File: config.mk
export PLATFORM = sky130hd
export DESIGN_NAME = fault_event_logger
export DESIGN_NICKNAME = d
export VERILOG_FILES = /design/src/rtl/fault_event_logger.sv
export SDC_FILE = /design/constraint.sdc
export NUM_CORES = 1
export LEC_CHECK = 0
export CAP_MARGIN = 5
export CELL_PAD_IN_SITES_DETAIL_PLACEMENT = 0
export CELL_PAD_IN_SITES_GLOBAL_PLACEMENT = 1
export CORE_UTILIZATION = 44
export DETAILED_ROUTE_END_ITERATION = 10
export GPL_TIMING_DRIVEN = 0
export PLACE_DENSITY_LB_ADDON = 0.12
export SYNTH_ARGS = -nofsm -noshare
export SYNTH_HDL_FRONTEND = slang
export SYNTH_SLANG_ARGS = --single-unit
File: constraint.sdc
create_clock -name clk -period 4.5 [get_ports clk]
set_input_delay 1.125 -clock clk [delete_from_list [all_inputs] [get_ports clk]]
set_output_delay 1.125 -clock clk [all_outputs]
set_load 0.05 [all_outputs]
File: src/rtl/fault_event_logger.sv
// ---------------------------------------------------------------------------
// fault_event_logger
//
// Watches the fault-protection stage and records fault events for the host.
// A new event is a non-zero fault code whose {code, severity} pair differs
// from the previous cycle's sample. Events go into a small show-ahead FIFO
// together with the co-processor result bit. A saturating event counter
// and two sticky flags (overflow, critical) summarise the activity.
//
// Ports
//   clk         in   1      system clock, all logic on the rising edge
//   reset       in   1      synchronous active-high reset, overrides everything
//   fault_code  in   3      fault class, 3'b000 = no fault
//   fault_sev   in   2      fault severity, 2'b11 = critical
//   cop_q       in   1      co-processor result bit, stored with each event
//   rd_en       in   1      pop the head entry (ignored while empty)
//   clr         in   1      clear FIFO, counter and sticky flags
//   rd_data     out  6      head entry {sev, code, cop_q}, 0 when empty
//   evt_valid   out  1      FIFO not empty
//   evt_count   out  CNT_W  events since reset/clr, saturating at all-ones
//   overflow    out  1      sticky: an event was dropped on a full FIFO
//   crit        out  1      sticky: a critical event was accepted
//
// All outputs come straight from flops. The head entry is precomputed from
// next-state values so that it is valid in the cycle after a push into an
// empty FIFO, with no combinational path from the inputs.
// ---------------------------------------------------------------------------
module fault_event_logger #(
  parameter int DEPTH = 4,
  parameter int CNT_W = 4
) (
  input  logic             clk,
  input  logic             reset,
  input  logic [2:0]       fault_code,
  input  logic [1:0]       fault_sev,
  input  logic             cop_q,
  input  logic             rd_en,
  input  logic             clr,
  output logic [5:0]       rd_data,
  output logic             evt_valid,
  output logic [CNT_W-1:0] evt_count,
  output logic             overflow,
  output logic             crit
);

  localparam int AW = (DEPTH > 1) ? $clog2(DEPTH) : 1;

  localparam logic [AW:0]      OCC_ZERO = {(AW + 1){1'b0}};
  localparam logic [AW:0]      OCC_ONE  = {{AW{1'b0}}, 1'b1};
  localparam logic [AW:0]      OCC_FULL = (AW + 1)'(DEPTH);
  localparam logic [AW-1:0]    PTR_ZERO = {AW{1'b0}};
  localparam logic [AW-1:0]    PTR_ONE  = {{(AW - 1){1'b0}}, 1'b1};
  localparam logic [CNT_W-1:0] CNT_ZERO = {CNT_W{1'b0}};
  localparam logic [CNT_W-1:0] CNT_ONE  = {{(CNT_W - 1){1'b0}}, 1'b1};
  localparam logic [CNT_W-1:0] CNT_MAX  = {CNT_W{1'b1}};

  // Storage and state registers
  logic [5:0]       mem_q [DEPTH];
  logic [AW-1:0]    rd_ptr_q, rd_ptr_d;
  logic [AW-1:0]    wr_ptr_q, wr_ptr_d;
  logic [AW:0]      occ_q, occ_d;
  logic [CNT_W-1:0] cnt_q, cnt_d;
  logic             ovf_q, ovf_d;
  logic             crit_q, crit_d;
  logic [2:0]       prev_code_q;
  logic [1:0]       prev_sev_q;
  logic [5:0]       head_q, head_d;
  logic             valid_q, valid_d;

  // Per-cycle decode
  logic       is_event_s;
  logic       empty_s;
  logic       full_s;
  logic       pop_s;
  logic       push_s;
  logic       drop_s;
  logic [5:0] entry_s;

  // Event detection and push/pop/drop decisions for this cycle
  always_comb begin
    is_event_s = 1'b0;
    empty_s    = 1'b0;
    full_s     = 1'b0;
    pop_s      = 1'b0;
    push_s     = 1'b0;
    drop_s     = 1'b0;
    entry_s    = {fault_sev, fault_code, cop_q};

    // A held fault logs once; a severity change on the same code is new.
    is_event_s = (fault_code != 3'b000) &&
                 ({fault_code, fault_sev} != {prev_code_q, prev_sev_q});
    empty_s    = (occ_q == OCC_ZERO);
    full_s     = (occ_q == OCC_FULL);

    if (clr) begin
      // clr discards any same-cycle event and any pop.
      pop_s  = 1'b0;
      push_s = 1'b0;
      drop_s = 1'b0;
    end else begin
      pop_s  = rd_en && !empty_s;
      // A pop in the same cycle frees the slot the push needs.
      push_s = is_event_s && (!full_s || pop_s);
      drop_s = is_event_s && full_s && !pop_s;
    end
  end

  // Next-state for pointers, occupancy, counter, flags and the output head
  always_comb begin
    rd_ptr_d = rd_ptr_q;
    wr_ptr_d = wr_ptr_q;
    occ_d    = occ_q;
    cnt_d    = cnt_q;
    ovf_d    = ovf_q;
    crit_d   = crit_q;
    head_d   = 6'b000000;
    valid_d  = 1'b0;

    if (clr) begin
      rd_ptr_d = PTR_ZERO;
      wr_ptr_d = PTR_ZERO;
      occ_d    = OCC_ZERO;
      cnt_d    = CNT_ZERO;
      ovf_d    = 1'b0;
      crit_d   = 1'b0;
    end else begin
      if (pop_s) begin
        rd_ptr_d = rd_ptr_q + PTR_ONE;
      end else begin
        rd_ptr_d = rd_ptr_q;
      end

      if (push_s) begin
        wr_ptr_d = wr_ptr_q + PTR_ONE;
      end else begin
        wr_ptr_d = wr_ptr_q;
      end

      case ({push_s, pop_s})
        2'b10:   occ_d = occ_q + OCC_ONE;
        2'b01:   occ_d = occ_q - OCC_ONE;
        default: occ_d = occ_q;
      endcase

      // Dropped events still count.
      if (is_event_s && (cnt_q != CNT_MAX)) begin
        cnt_d = cnt_q + CNT_ONE;
      end else begin
        cnt_d = cnt_q;
      end

      ovf_d  = ovf_q | drop_s;
      crit_d = crit_q | (push_s && (fault_sev == 2'b11));
    end

    // Head seen next cycle: a push into an empty FIFO lands at the new
    // read pointer, so bypass the entry instead of reading stale storage.
    if (occ_d == OCC_ZERO) begin
      head_d  = 6'b000000;
      valid_d = 1'b0;
    end else if (push_s && (rd_ptr_d == wr_ptr_q)) begin
      head_d  = entry_s;
      valid_d = 1'b1;
    end else begin
      head_d  = mem_q[rd_ptr_d];
      valid_d = 1'b1;
    end
  end

  // FIFO storage write
  always_ff @(posedge clk) begin
    if (reset) begin
      for (int i = 0; i < DEPTH; i++) begin
        mem_q[i] <= 6'b000000;
      end
    end else if (push_s) begin
      mem_q[wr_ptr_q] <= entry_s;
    end
  end

  // Control and status state registers
  always_ff @(posedge clk) begin
    if (reset) begin
      rd_ptr_q    <= PTR_ZERO;
      wr_ptr_q    <= PTR_ZERO;
      occ_q       <= OCC_ZERO;
      cnt_q       <= CNT_ZERO;
      ovf_q       <= 1'b0;
      crit_q      <= 1'b0;
      prev_code_q <= 3'b000;
      prev_sev_q  <= 2'b00;
      head_q      <= 6'b000000;
      valid_q     <= 1'b0;
    end else begin
      rd_ptr_q    <= rd_ptr_d;
      wr_ptr_q    <= wr_ptr_d;
      occ_q       <= occ_d;
      cnt_q       <= cnt_d;
      ovf_q       <= ovf_d;
      crit_q      <= crit_d;
      // History is tracked even while clr is asserted.
      prev_code_q <= fault_code;
      prev_sev_q  <= fault_sev;
      head_q      <= head_d;
      valid_q     <= valid_d;
    end
  end

  assign rd_data   = head_q;
  assign evt_valid = valid_q;
  assign evt_count = cnt_q;
  assign overflow  = ovf_q;
  assign crit      = crit_q;

endmodule

# Word level (Yosys, flattened, before mapping)
# Memory sizes are Yosys's and may differ from the RTL's. A register that Yosys moved wholly into a read port is not among the register bits.
# Cells that the tools add are included.
[word_totals] ram_bits=24 mem_count=1 inputBits=10 out_inout_bits=13 reg_bits=19
[mem_list] memory="mem_q" depth=4 width=6 rd=1 rd_clocked_by_memory_dff=1 wr=4 line="58" rtl="logic [5:0] mem_q [DEPTH];"
[op_classes] eq_ne=6 reduce_logical=17 n_addsub=5 bitwise_logic=2 mux=16
[ops] operator="two-way mux 1 bit" n=10
[ops] operator="logical AND 1 bit" n=7
[ops] operator="zero test 3 bit" n=2
[ops] operator="two-way mux 2 bit" n=3
[ops] operator="two-way mux 6 bit" n=1
[ops] operator="one-hot mux 3 bit (2 select lines)" n=1
[ops] operator="OR reduction 6 bit" n=1
[ops] operator="!= test 5 bit" n=1
[ops] operator="adder 2 x 1 -> 2 bit (second input constant)" n=2
[ops] operator="adder 4 x 1 -> 4 bit (second input constant)" n=1
[ops] operator="== test 2 bit (second input constant)" n=2
[ops] operator="!= test 4 bit (second input constant)" n=1
[ops] operator="OR reduction 2 bit" n=2
[ops] operator="adder 3 x 1 -> 3 bit (second input constant)" n=1
[ops] operator="== test 3 bit (second input constant)" n=1
[ops] operator="zero test 1 bit" n=3
[ops] operator="two-way mux 3 bit" n=1
[ops] operator="nonzero test 3 bit" n=1
[ops] operator="subtractor 3 x 1 -> 3 bit (second input constant)" n=1
[ops] operator="== test 2 x 1 -> 1 bit (second input constant)" n=1
[ops] operator="bitwise OR 1 bit" n=2
[ops] operator="logical OR 1 bit" n=1

# Longest topological paths before layout
# Gate-level depths: netlist of the first run.
[logic_depth] word_depth=11 mapped_depth=13 mapped_depth_nobuf=12

# Worst setup path after synthesis of the first run
# Ideal clock, no wire load.
[synth_path] path_type="input to register" startpoint="input clr" endpoint="register head_q[0], in the netlist rd_data[0], read port of mem_q" arrival_ns=3.491 t_required_ns=4.383 path_buffers=2 cell_stages=13 setup_slack_ns=0.892 path_cell_list="clkbuf_1 or2_1 a211oi_2 inv_1 ha_1 fa_1 xnor2_1 nor2_1 xnor2_1 a21oi_1 and3_1 buf_6 a22o_1"
[synth_via] elab_chain_len=6 elab_cells_between_ends=10 classes_between="2 x eq/ne; 6 x mux; 2 x reduce/logical"
[synth_rtl] item="start, declared" line="38" rtl="input logic clr,"
[synth_rtl] item="two-way mux 1 bit" line="95" rtl="if (clr) begin"
[synth_rtl] item="== test 2 x 1 -> 1 bit or == test 2 bit (tied branches)" line="139" rtl="case ({push_s, pop_s})"
[synth_rtl] item="one-hot mux 3 bit (2 select lines)" line="139"
[synth_rtl] item="two-way mux 3 bit" line="119" rtl="if (clr) begin"
[synth_rtl] item="zero test 3 bit" line="158" rtl="if (occ_d == OCC_ZERO) begin"
[synth_rtl] item="OR reduction 2 bit (no source line)"
[synth_rtl] item="end, declared" line="67" rtl="logic [5:0] head_q, head_d;"
# Several ways; a longest one is shown, not always the timed one.
# A chain may end at the register's enable or synchronous reset.

# Final worst setup path of the first run
[layout_path] startpoint="input fault_code[2]" endpoint="register head_q[1], in the netlist rd_data[1], read port of mem_q"
[layout_via] elab_chain_len=9 elab_cells_between_ends=11 classes_between="3 x eq/ne; 3 x mux; 5 x reduce/logical"
[layout_rtl] item="start, declared" line="34" rtl="input logic [2:0] fault_code,"
[layout_rtl] item="!= test 5 bit or nonzero test 3 bit (tied branches)" line="91, 90"
[layout_rtl] item="logical AND 1 bit *" line="90" rtl="is_event_s = (fault_code != 3'b000) &&"
[layout_rtl] item="logical AND 1 bit *" line="103" rtl="push_s = is_event_s && (!full_s || pop_s);"
[layout_rtl] item="two-way mux 1 bit *" line="95"
[layout_rtl] item="== test 2 x 1 -> 1 bit or == test 2 bit (tied branches)" line="139"
[layout_rtl] item="one-hot mux 3 bit (2 select lines) *" line="139"
[layout_rtl] item="two-way mux 3 bit *" line="119"
[layout_rtl] item="zero test 3 bit *" line="158"
[layout_rtl] item="OR reduction 2 bit (no source line) *"
# Mark *: on every way between the ends. The rest lies on a longest branch, timed or not.

==> results of run 1 <==
==> where the power goes <==
part	total (µW)	internal, µW	leakage [µW]	switching (µW)
combinational	103	41.4	0.000493	61.3
clock	282	117	0.0000511	165
sequential	497	487	0.000455	9.57
total	881	646	0.000999	236
==> cells in the final DEF (no fill, tap or decap), types with 3 or more instances in the layout <==
cell             netlist  routed
a21oi_1                9       9
a22o_1                 7       7
a32oi_1                6       6
and2_1                24      24
clkbuf_1               7       7
clkbuf_8               0       5
clkdlybuf4s50_1        0      21
dfxtp_1               25      25
edfxtp_1              24      24
nand2_1               21      21
nand3_1                4       4
nor2_1                19      19
nor2b_1                5       5
nor3_1                 5       5
or2_2                  5       5
xnor2_1                3       3
xor2_1                12      12
==> worst paths after layout <==
check / slack (ps) / depth (start not counted) / from / to
max reg2reg: 1130 / 13 / occ_q[0]$_SDFF_PP0_ / rd_data[1]$_SDFF_PP0_
min reg2reg: 490 / 2 / overflow$_SDFF_PP0_ / overflow$_SDFF_PP0_
min: 490 / 2 / overflow$_SDFF_PP0_ / overflow$_SDFF_PP0_
max: 270 / 14 / fault_code[2] / rd_data[1]$_SDFF_PP0_
==> layout make-up <==
cell class | count | area (µm²)
Multi-Input combinational cell | 146 | 962
Inverter | 1 | 3.75
Clock inverter | 3 | 28.8
Timing Repair Buffer | 21 | 210
Sequential cell | 49 | 1220
Buffer | 9 | 42.5
Fill cell | 432 | 2160
Clock buffer | 5 | 68.8
Tap cell | 67 | 83.8
==> through the flow <==
step | util | area (µm²) | TNS, ps | hold WS [ps] | setup WS (ps)
floorplan | - | 2230 | 0 | 564 | 892
global placement | 0.527 | 2520 | -247 | 452 | -43.4
detailed placement | 0.527 | 2520 | -551 | 460 | -97.2
CTS | 0.547 | 2620 | 0 | 493 | 224
global route | 0.548 | 2620 | 0 | 507 | 73.6
finish | 0.548 | 2620 | 0 | 489 | 269
==> routing by layer <==
layer / up-vias / routed length, µm
met5: - / 0
met1: 728 / 2150
li1: 775 / -
met3: 6 / 143
met4: 0 / 87
met2: 36 / 1940
==> flip-flops by register name (all words and copies together) (netlist names) <==
register / cells
rd_data: 6
evt_valid: 1
mem_q: 24
overflow: 1
prev_code_q: 3
occ_q: 3
evt_count: 4
rd_ptr_q: 2
prev_sev_q: 2
wr_ptr_q: 2
crit: 1
==> critical path: cells and delay by family <==
family | cells | cell delay [ps]
adders and majority gates | 2 | 630
xor gates and xnor gates | 3 | 510
and+or+nand+nor | 3 | 430
buffers and inverters | 3 | 880
AOI/OAI and AO/OA | 3 | 860
==> cells by family (layout without fill, tap and decap cells) <==
kind of cell    Yosys count  count (layout)  synth area share
mux                       2               2           0.00956
simple gates             94              94             0.229
flops                    49              49             0.549
buf+inv                  10              39            0.0208
compound gates           32              32             0.113
fa+ha+maj                 3               3            0.0202
xor+xnor                 15              15            0.0590
==> timing repair <==
action                                  CTS  global route
endpoints found under the setup margin    0             6
resized for setup                         0             1
buffers inserted                          0             0
==> summary.txt, run 1 <==
outcome: complete, no violations
ant diodes: 0
clock buffer depth: 2
initial antenna violation count: 0
Top FF cell, synth: dfxtp_1
post-synthesis sequential area ratio: 0.549
routed vias: 1545
number of port buffers: 21
gr usage total: 0.184
top-count cell post-synth: dfxtp_1
mapped cell area: 2230 µm²
Synth Warn #: 0
io pins: 23
CTS tree: built
post-synth top area cell: edfxtp_1
Final GP Congestion: 0.782
synthesized flop and latch total: 49
area added between synthesis and finish: 17.8%
share of cells above drive strength 1: 0.103
row count: 25
Mapped Cells: 205
final cycle utilization of the critical path: 0.940
Mean Syn Cell Area: 10.9 µm²
busiest grt layer: met2
P per Cell Area: 336 nW/µm²
# hold bufs at CTS: 0
die area: 5350 µm²
critical path's largest stage delay: 660 ps
HP Class: register to register
synth unique cells: 40
Clock Skew: 11.7 ps
Worst IR Drop VDD: 167 µV
most used cell, CP: xnor2_1
placed cells: 293
Max FO, Critical Path: 8
WL per Instance: 14.4 µm
fmax: 236 MHz
Leakage: 0.000999 µW
Worst-Skew Late Latency: 310 ps
clock transition at the registers of the reported paths: 90 ps
CTS sink count: 49
Max Cap Violations: 0
total wire length: 4.33 mm
Critical Path End Type: register
min Tclk post-route: 4230 ps
Synth async-reset ratio: 0
WP data required: 4700 ps
number of synthesized flops with an enable pin: 24
starting density of the core: 0.465
core area: 4790 µm²
Post-Layout Cell Count: 301
RSZ-0062 raised after global routing: no
largest net degree at the start of global routing: 19
CTS root buf: clkbuf_8
GR Util met2: 0.275
worst path cell trace: clkdlybuf4s50_1 -> xor2_1 -> nor3_1 -> a211oi_2 -> inv_1 -> ha_1 -> fa_1 -> xnor2_1 -> nor2_1 -> xnor2_1 -> a21oi_1 -> and3_1 -> buf_6 -> a22o_1
synthesized net count: 218
Hold Fails Final Rpt: 0
slowest cell on the critical path: clkdlybuf4s50_1
WP data arrival: 4430 ps
WS Path Type: primary input to register
vias in the first global route: 1472
nets: 246
top cells by count, synth: 25 x dfxtp_1, 24 x and2_1, 24 x edfxtp_1, 21 x nand2_1, 19 x nor2_1
first-pass GRT wire length: 7.19 mm
top cells by area, synth: edfxtp_1 32%, dfxtp_1 22%, and2_1 6.7%
die height: 73.1 µm
Final Power: 881 µW
Slew headroom: 0.624
Final Max Tran Viols: 0
global route overflow: 0
met3 Resource Use GR: 0.0331
Slew @ Worst Pin: 562 ps
post-synth top area share: 0.324
antenna viol nets, final: 0
Horiz. Die Dim: 73.1 µm
CTS Buf Count: 5
crit path launch type: primary input
vias per inst: 5.13
H-tree lvl count: 2
# DRC: 0
Final HPWL DP: 3.16 mm
Starting DRT DRC Count: 84
number of detailed-route iterations in the first pass: 4
GR Util met1: 0.256
endpoints failing setup: 0
No activity file was read; power rests on OpenSTA's default activity.
==> run 2: changes to the inputs <==
--- a/config.mk
+++ b/config.mk
@@ -11,7 +11,7 @@
 export CORE_UTILIZATION = 44
 export DETAILED_ROUTE_END_ITERATION = 10
 export GPL_TIMING_DRIVEN = 0
-export PLACE_DENSITY_LB_ADDON = 0.12
+export PLACE_DENSITY = 0.76
 export SYNTH_ARGS = -nofsm -noshare
 export SYNTH_HDL_FRONTEND = slang
 export SYNTH_SLANG_ARGS = --single-unit
==> summary.txt, run 2 (same netlist as run 1, synthesis figures left out) <==
RSZ-0062 raised after global routing: no
Slew @ Worst Pin: 538 ps
Final Hold Slack: 482 ps
routed vias: 1567
CTS Buf Count: 5
Multi-input gate area: 962 µm²
ant diodes: 0
antenna viol nets, final: 0
Hold Fails Final Rpt: 0
Final HPWL DP: 3.14 mm
outcome: complete, no violations
HP Class: register to register
largest net degree at the start of global routing: 16
Clock Skew: 6.11 ps
CTS tree: built
number of port buffers: 21
Horiz. Die Dim: 73.1 µm
slowest cell on the critical path: clkdlybuf4s50_1
number of detailed-route iterations in the first pass: 4
Starting DRT DRC Count: 78
commonest non-fill, non-tap cell in the layout: dfxtp_1
WL per Instance: 13.9 µm
# DRC: 0
vias per inst: 5.21
Post-CTS Setup Inserts: 0
max reg flops: 24
vias in the first global route: 1478
worst path cell trace: clkdlybuf4s50_1 -> xor2_1 -> nor2_1 -> a211oi_2 -> inv_1 -> ha_1 -> fa_1 -> xnor2_1 -> nor2_1 -> xnor2_1 -> a21oi_1 -> and3_1 -> buf_6 -> a22o_1
placed cells: 293
nets: 246
clock buffer depth: 2
core area: 4790 µm²
crit path launch type: primary input
endpoints failing setup: 0
die height: 73.1 µm
total negative slack: 0 ps
Worst IR Drop VDD: 159 µV
final cycle utilization of the critical path: 0.935
initial antenna violation count: 0
Filler cells: 440
clock transition at the registers of the reported paths: 90 ps
commonest non-fill, non-tap cells in the layout: 25 x dfxtp_1, 24 x and2_1, 24 x edfxtp_1
total wire length: 4.18 mm
Slew headroom: 0.641
Critical Path End Type: register
CTS sink count: 49
io pins: 23
P per Cell Area: 346 nW/µm²
row count: 25
Max Cap Violations: 0
Final Max Tran Viols: 0
Post-Layout Cell Count: 301
Top reg by flops: mem_q
Finished Cell Area: 2630 µm²
CTS root buf: clkbuf_8
share of cells above drive strength 1: 0.0983
WP data arrival: 4400 ps
Worst-Skew Late Latency: 300 ps
global route overflow: 0
area added between synthesis and finish: 18.3%
WS Path Type: primary input to register
first-pass GRT wire length: 7.00 mm
fmax: 238 MHz
H-tree lvl count: 2
Placed Area: 2520 µm²
Leakage: 0.00100 µW
critical path's largest stage delay: 640 ps
Final Power: 911 µW
starting density of the core: 0.465
gr usage total: 0.178
Final GP Congestion: 0.779
die area: 5350 µm²
Max FO, Critical Path: 8
WP data required: 4700 ps
min Tclk post-route: 4210 ps
register area: 1220 µm²
-- run 2: cell types whose count changed in the layout (fill, tap and decap cells not counted) --
cell / change
bufinv_16: +1
clkinvlp_4: +1
inv_8: -1
inv_6: -2
clkinv_1: +1
-- run 2: final cells by class --
cell class,count,share of cell area
timing repair buffer,21,0.0798
sequential,49,0.464
clock inverter,3,0.0157
multi-input combinational,146,0.365
inverter,1,0.00143
tap,67,0.0318
clock buffer,5,0.0261
buffer,9,0.0162
-- run 2: per-layer routing --
metal / global-route usage / vias to the layer above / part of all wire
li1: - / 780 / -
met1: 0.235 / 746 / 0.48
met2: 0.284 / 35 / 0.46
met3: 0.0456 / 6 / 0.044
met4: 0.0588 / 0 / 0.012
met5: 0 / - / 0
-- run 2: worst paths after layout --
kind                           end  cells after the start  slack [ps]           startpoint
min reg2reg        crit$_SDFF_PP0_                      2         480      crit$_SDFF_PP0_
max          rd_data[3]$_SDFF_PP0_                     14         290        fault_code[1]
max reg2reg  rd_data[3]$_SDFF_PP0_                     13        1140  occ_q[0]$_SDFF_PP0_
min                crit$_SDFF_PP0_                      2         480      crit$_SDFF_PP0_
-- run 2: power by group --
| part | switching, µW | total [µW] | internal [µW] |
|---|---|---|---|
| clock network | 149 | 313 | 164 |
| registers | 9.53 | 496 | 487 |
| logic | 60.5 | 102 | 41.4 |
| total | 219 | 911 | 692 |
-- run 2: worst max-delay path, delay by kind of cell --
| family | cells | cell delay [ps] |
|---|---|---|
| buf+inv | 3 | 870 |
| compound gates | 3 | 860 |
| fa+ha+maj | 2 | 650 |
| xor+xnor | 3 | 460 |
| simple gates | 3 | 430 |
-- run 2: per-stage QoR --
step                      setup WS [ps]   util
after CTS                           181  0.550
after global placement             -126  0.527
after floorplan                     892      -
after global routing               83.8  0.550
after detailed placement           -118  0.527
final                               293  0.550
-- run 2: repair_timing --
| item | 4_1_cts | 5_1_grt |
|---|---|---|
| hold buffers | 0 | 0 |
| setup endpoints to repair | 0 | 6 |
| resized for setup | 0 | 1 |
==> run 3: changes to the inputs <==
--- a/config.mk
+++ b/config.mk
@@ -5,13 +5,14 @@
 export SDC_FILE = /design/constraint.sdc
 export NUM_CORES = 1
 export LEC_CHECK = 0
+export ABC_CLOCK_PERIOD_IN_PS = 4500
 export CAP_MARGIN = 5
 export CELL_PAD_IN_SITES_DETAIL_PLACEMENT = 0
 export CELL_PAD_IN_SITES_GLOBAL_PLACEMENT = 1
-export CORE_UTILIZATION = 44
+export CORE_UTILIZATION = 40
 export DETAILED_ROUTE_END_ITERATION = 10
 export GPL_TIMING_DRIVEN = 0
-export PLACE_DENSITY = 0.76
+export PLACE_DENSITY = 0.7
 export SYNTH_ARGS = -nofsm -noshare
 export SYNTH_HDL_FRONTEND = slang
 export SYNTH_SLANG_ARGS = --single-unit
==> summary.txt, run 3 (same netlist as run 1, synthesis figures left out) <==
Slew @ Worst Pin: 536 ps
WS Path Type: primary input to register
critical path depth in cells: 14
WP data arrival: 4430 ps
largest net degree at the start of global routing: 18
P per Cell Area: 331 nW/µm²
R2R Path Start: occ_q[0]$_SDFF_PP0_
GR Util met2: 0.236
GR Util met1: 0.220
RSZ-0062 raised after global routing: no
antenna viol nets, final: 0
Slew headroom: 0.642
worst path cell trace: clkdlybuf4s50_1 -> xor2_1 -> nor2_1 -> a211oi_2 -> inv_1 -> ha_1 -> fa_1 -> xnor2_1 -> nor2_1 -> xnor2_1 -> a21oi_1 -> and3_1 -> buf_6 -> a22o_1
starting density of the core: 0.425
CTS tree: built
crit path buf inv count: 3
Final GP Congestion: 0.752
outcome: complete, no violations
initial antenna violation count: 0
Worst IR Drop VDD: 216 µV
Final HPWL DP: 3.20 mm
H-tree lvl count: 2
Starting DRT DRC Count: 70
slowest cell on the critical path: clkdlybuf4s50_1
core area: 5240 µm²
Horiz. Die Dim: 76.6 µm
crit path to: rd_data[1]$_SDFF_PP0_
met3 Resource Use GR: 0.0371
commonest non-fill, non-tap cell in the layout: dfxtp_1
area added between synthesis and finish: 17.8%
busiest grt layer: met2
crit path launch type: primary input
CTS Buf Count: 5
r2r worst-path depth: 13
global route overflow: 0
clock transition at the registers of the reported paths: 90 ps
critical path's largest stage delay: 670 ps
# DRC: 0
die height: 76.6 µm
Critical Path End Type: register
Final Power: 867 µW
Final Max Tran Viols: 0
share of cells above drive strength 1: 0.103
WL per Instance: 14.0 µm
row count: 26
WP data required: 4700 ps
Top reg by flops: mem_q
ant diodes: 0
final cycle utilization of the critical path: 0.941
vias per inst: 4.99
io pins: 23
routed vias: 1518
Clock Skew: 6.82 ps
reg2reg end: rd_data[1]$_SDFF_PP0_
clock buffer depth: 2
Hold Fails Final Rpt: 0
Max FO, Critical Path: 8
die area: 5870 µm²
endpoints failing setup: 0
# hold bufs at CTS: 0
Max Cap Violations: 0
critical path's top delay family: buffers and inverters
origin of the worst setup path: fault_code[1]
worst reg-to-reg setup slack: 1200 ps
min Tclk post-route: 4230 ps
number of detailed-route iterations in the first pass: 4
HP Class: register to register
Leakage: 0.000993 µW
vias in the first global route: 1398
commonest non-fill, non-tap cells in the layout: 25 x dfxtp_1, 24 x and2_1, 24 x edfxtp_1
CTS sink count: 49
Worst-Skew Late Latency: 300 ps
first-pass GRT wire length: 7.01 mm
CTS root buf: clkbuf_8
number of port buffers: 21
gr usage total: 0.159
total wire length: 4.25 mm
final core area utilization: 0.500
fmax: 236 MHz
nets: 246
max reg flops: 24
run 3: cell types whose count changed in the layout (fill, tap and decap cells not counted), sizes merged:
| cell | before | now |
|---|---|---|
| inv | 1 | 2 |
| bufinv | 1 | 0 |
run 3: layout make-up:
class / count / area (µm²)
clock buffer: 5 / 68.8
sequential: 49 / 1220
buffer: 9 / 42.5
clock inverter: 3 / 25.0
inverter: 1 / 3.75
fill: 501 / 2620
tap: 70 / 87.6
timing repair buffer: 21 / 210
multi-input combinational: 146 / 962
run 3: what timing repair did:
| action | in CTS | in global routing |
|---|---|---|
| gates resized for setup | 0 | 1 |
| setup buffers | 0 | 0 |
| setup endpoints to repair | 0 | 6 |
run 3: power by group:
group	leakage, µW	switching, µW	internal [µW]
clock	0.0000447	156	112
sequential	0.000455	9.65	487
combinational	0.000493	60.9	41.4
run 3: worst min-delay path by stage:
| stage | slack, ps | startpoint | depth (start not counted) | endpoint |
|---|---|---|---|---|
| detailed placement | 480 | overflow$_SDFF_PP0_ | 2 | overflow$_SDFF_PP0_ |
| finish | 500 | evt_count[1]$_SDFFE_PP0P_ | 2 | evt_count[1]$_SDFFE_PP0P_ |
| global route | 550 | evt_count[1]$_SDFFE_PP0P_ | 2 | evt_count[1]$_SDFFE_PP0P_ |
| global placement | 450 | overflow$_SDFF_PP0_ | 2 | overflow$_SDFF_PP0_ |
| floorplan | 560 | occ_q[2]$_SDFF_PP0_ | 2 | occ_q[2]$_SDFF_PP0_ |
| CTS | 510 | overflow$_SDFF_PP0_ | 2 | overflow$_SDFF_PP0_ |
run 3: tightest hold or removal path: stages (launching register included):
cell,delay [ps]
dfxtp_1,340
nand2_1,60
a21oi_1,60
run 3: stage by stage:
stage                     std cells  instance area, µm²  hold slack [ps]  setup TNS [ps]  setup WS, ps
final                           304                2620              499               0           265
after global routing            304                2620              553               0          30.5
after CTS                       304                2620              505               0           195
after detailed placement        296                2520              482            -651          -114
after global placement          296                2520              452            -243         -43.7
after floorplan                 205                2230              564               0           892
run 3: metal layers:
metal	vias to the layer above	routed length, µm
li1	781	-
met5	-	0
met1	705	2180
met2	27	1870
met4	0	72
met3	5	125
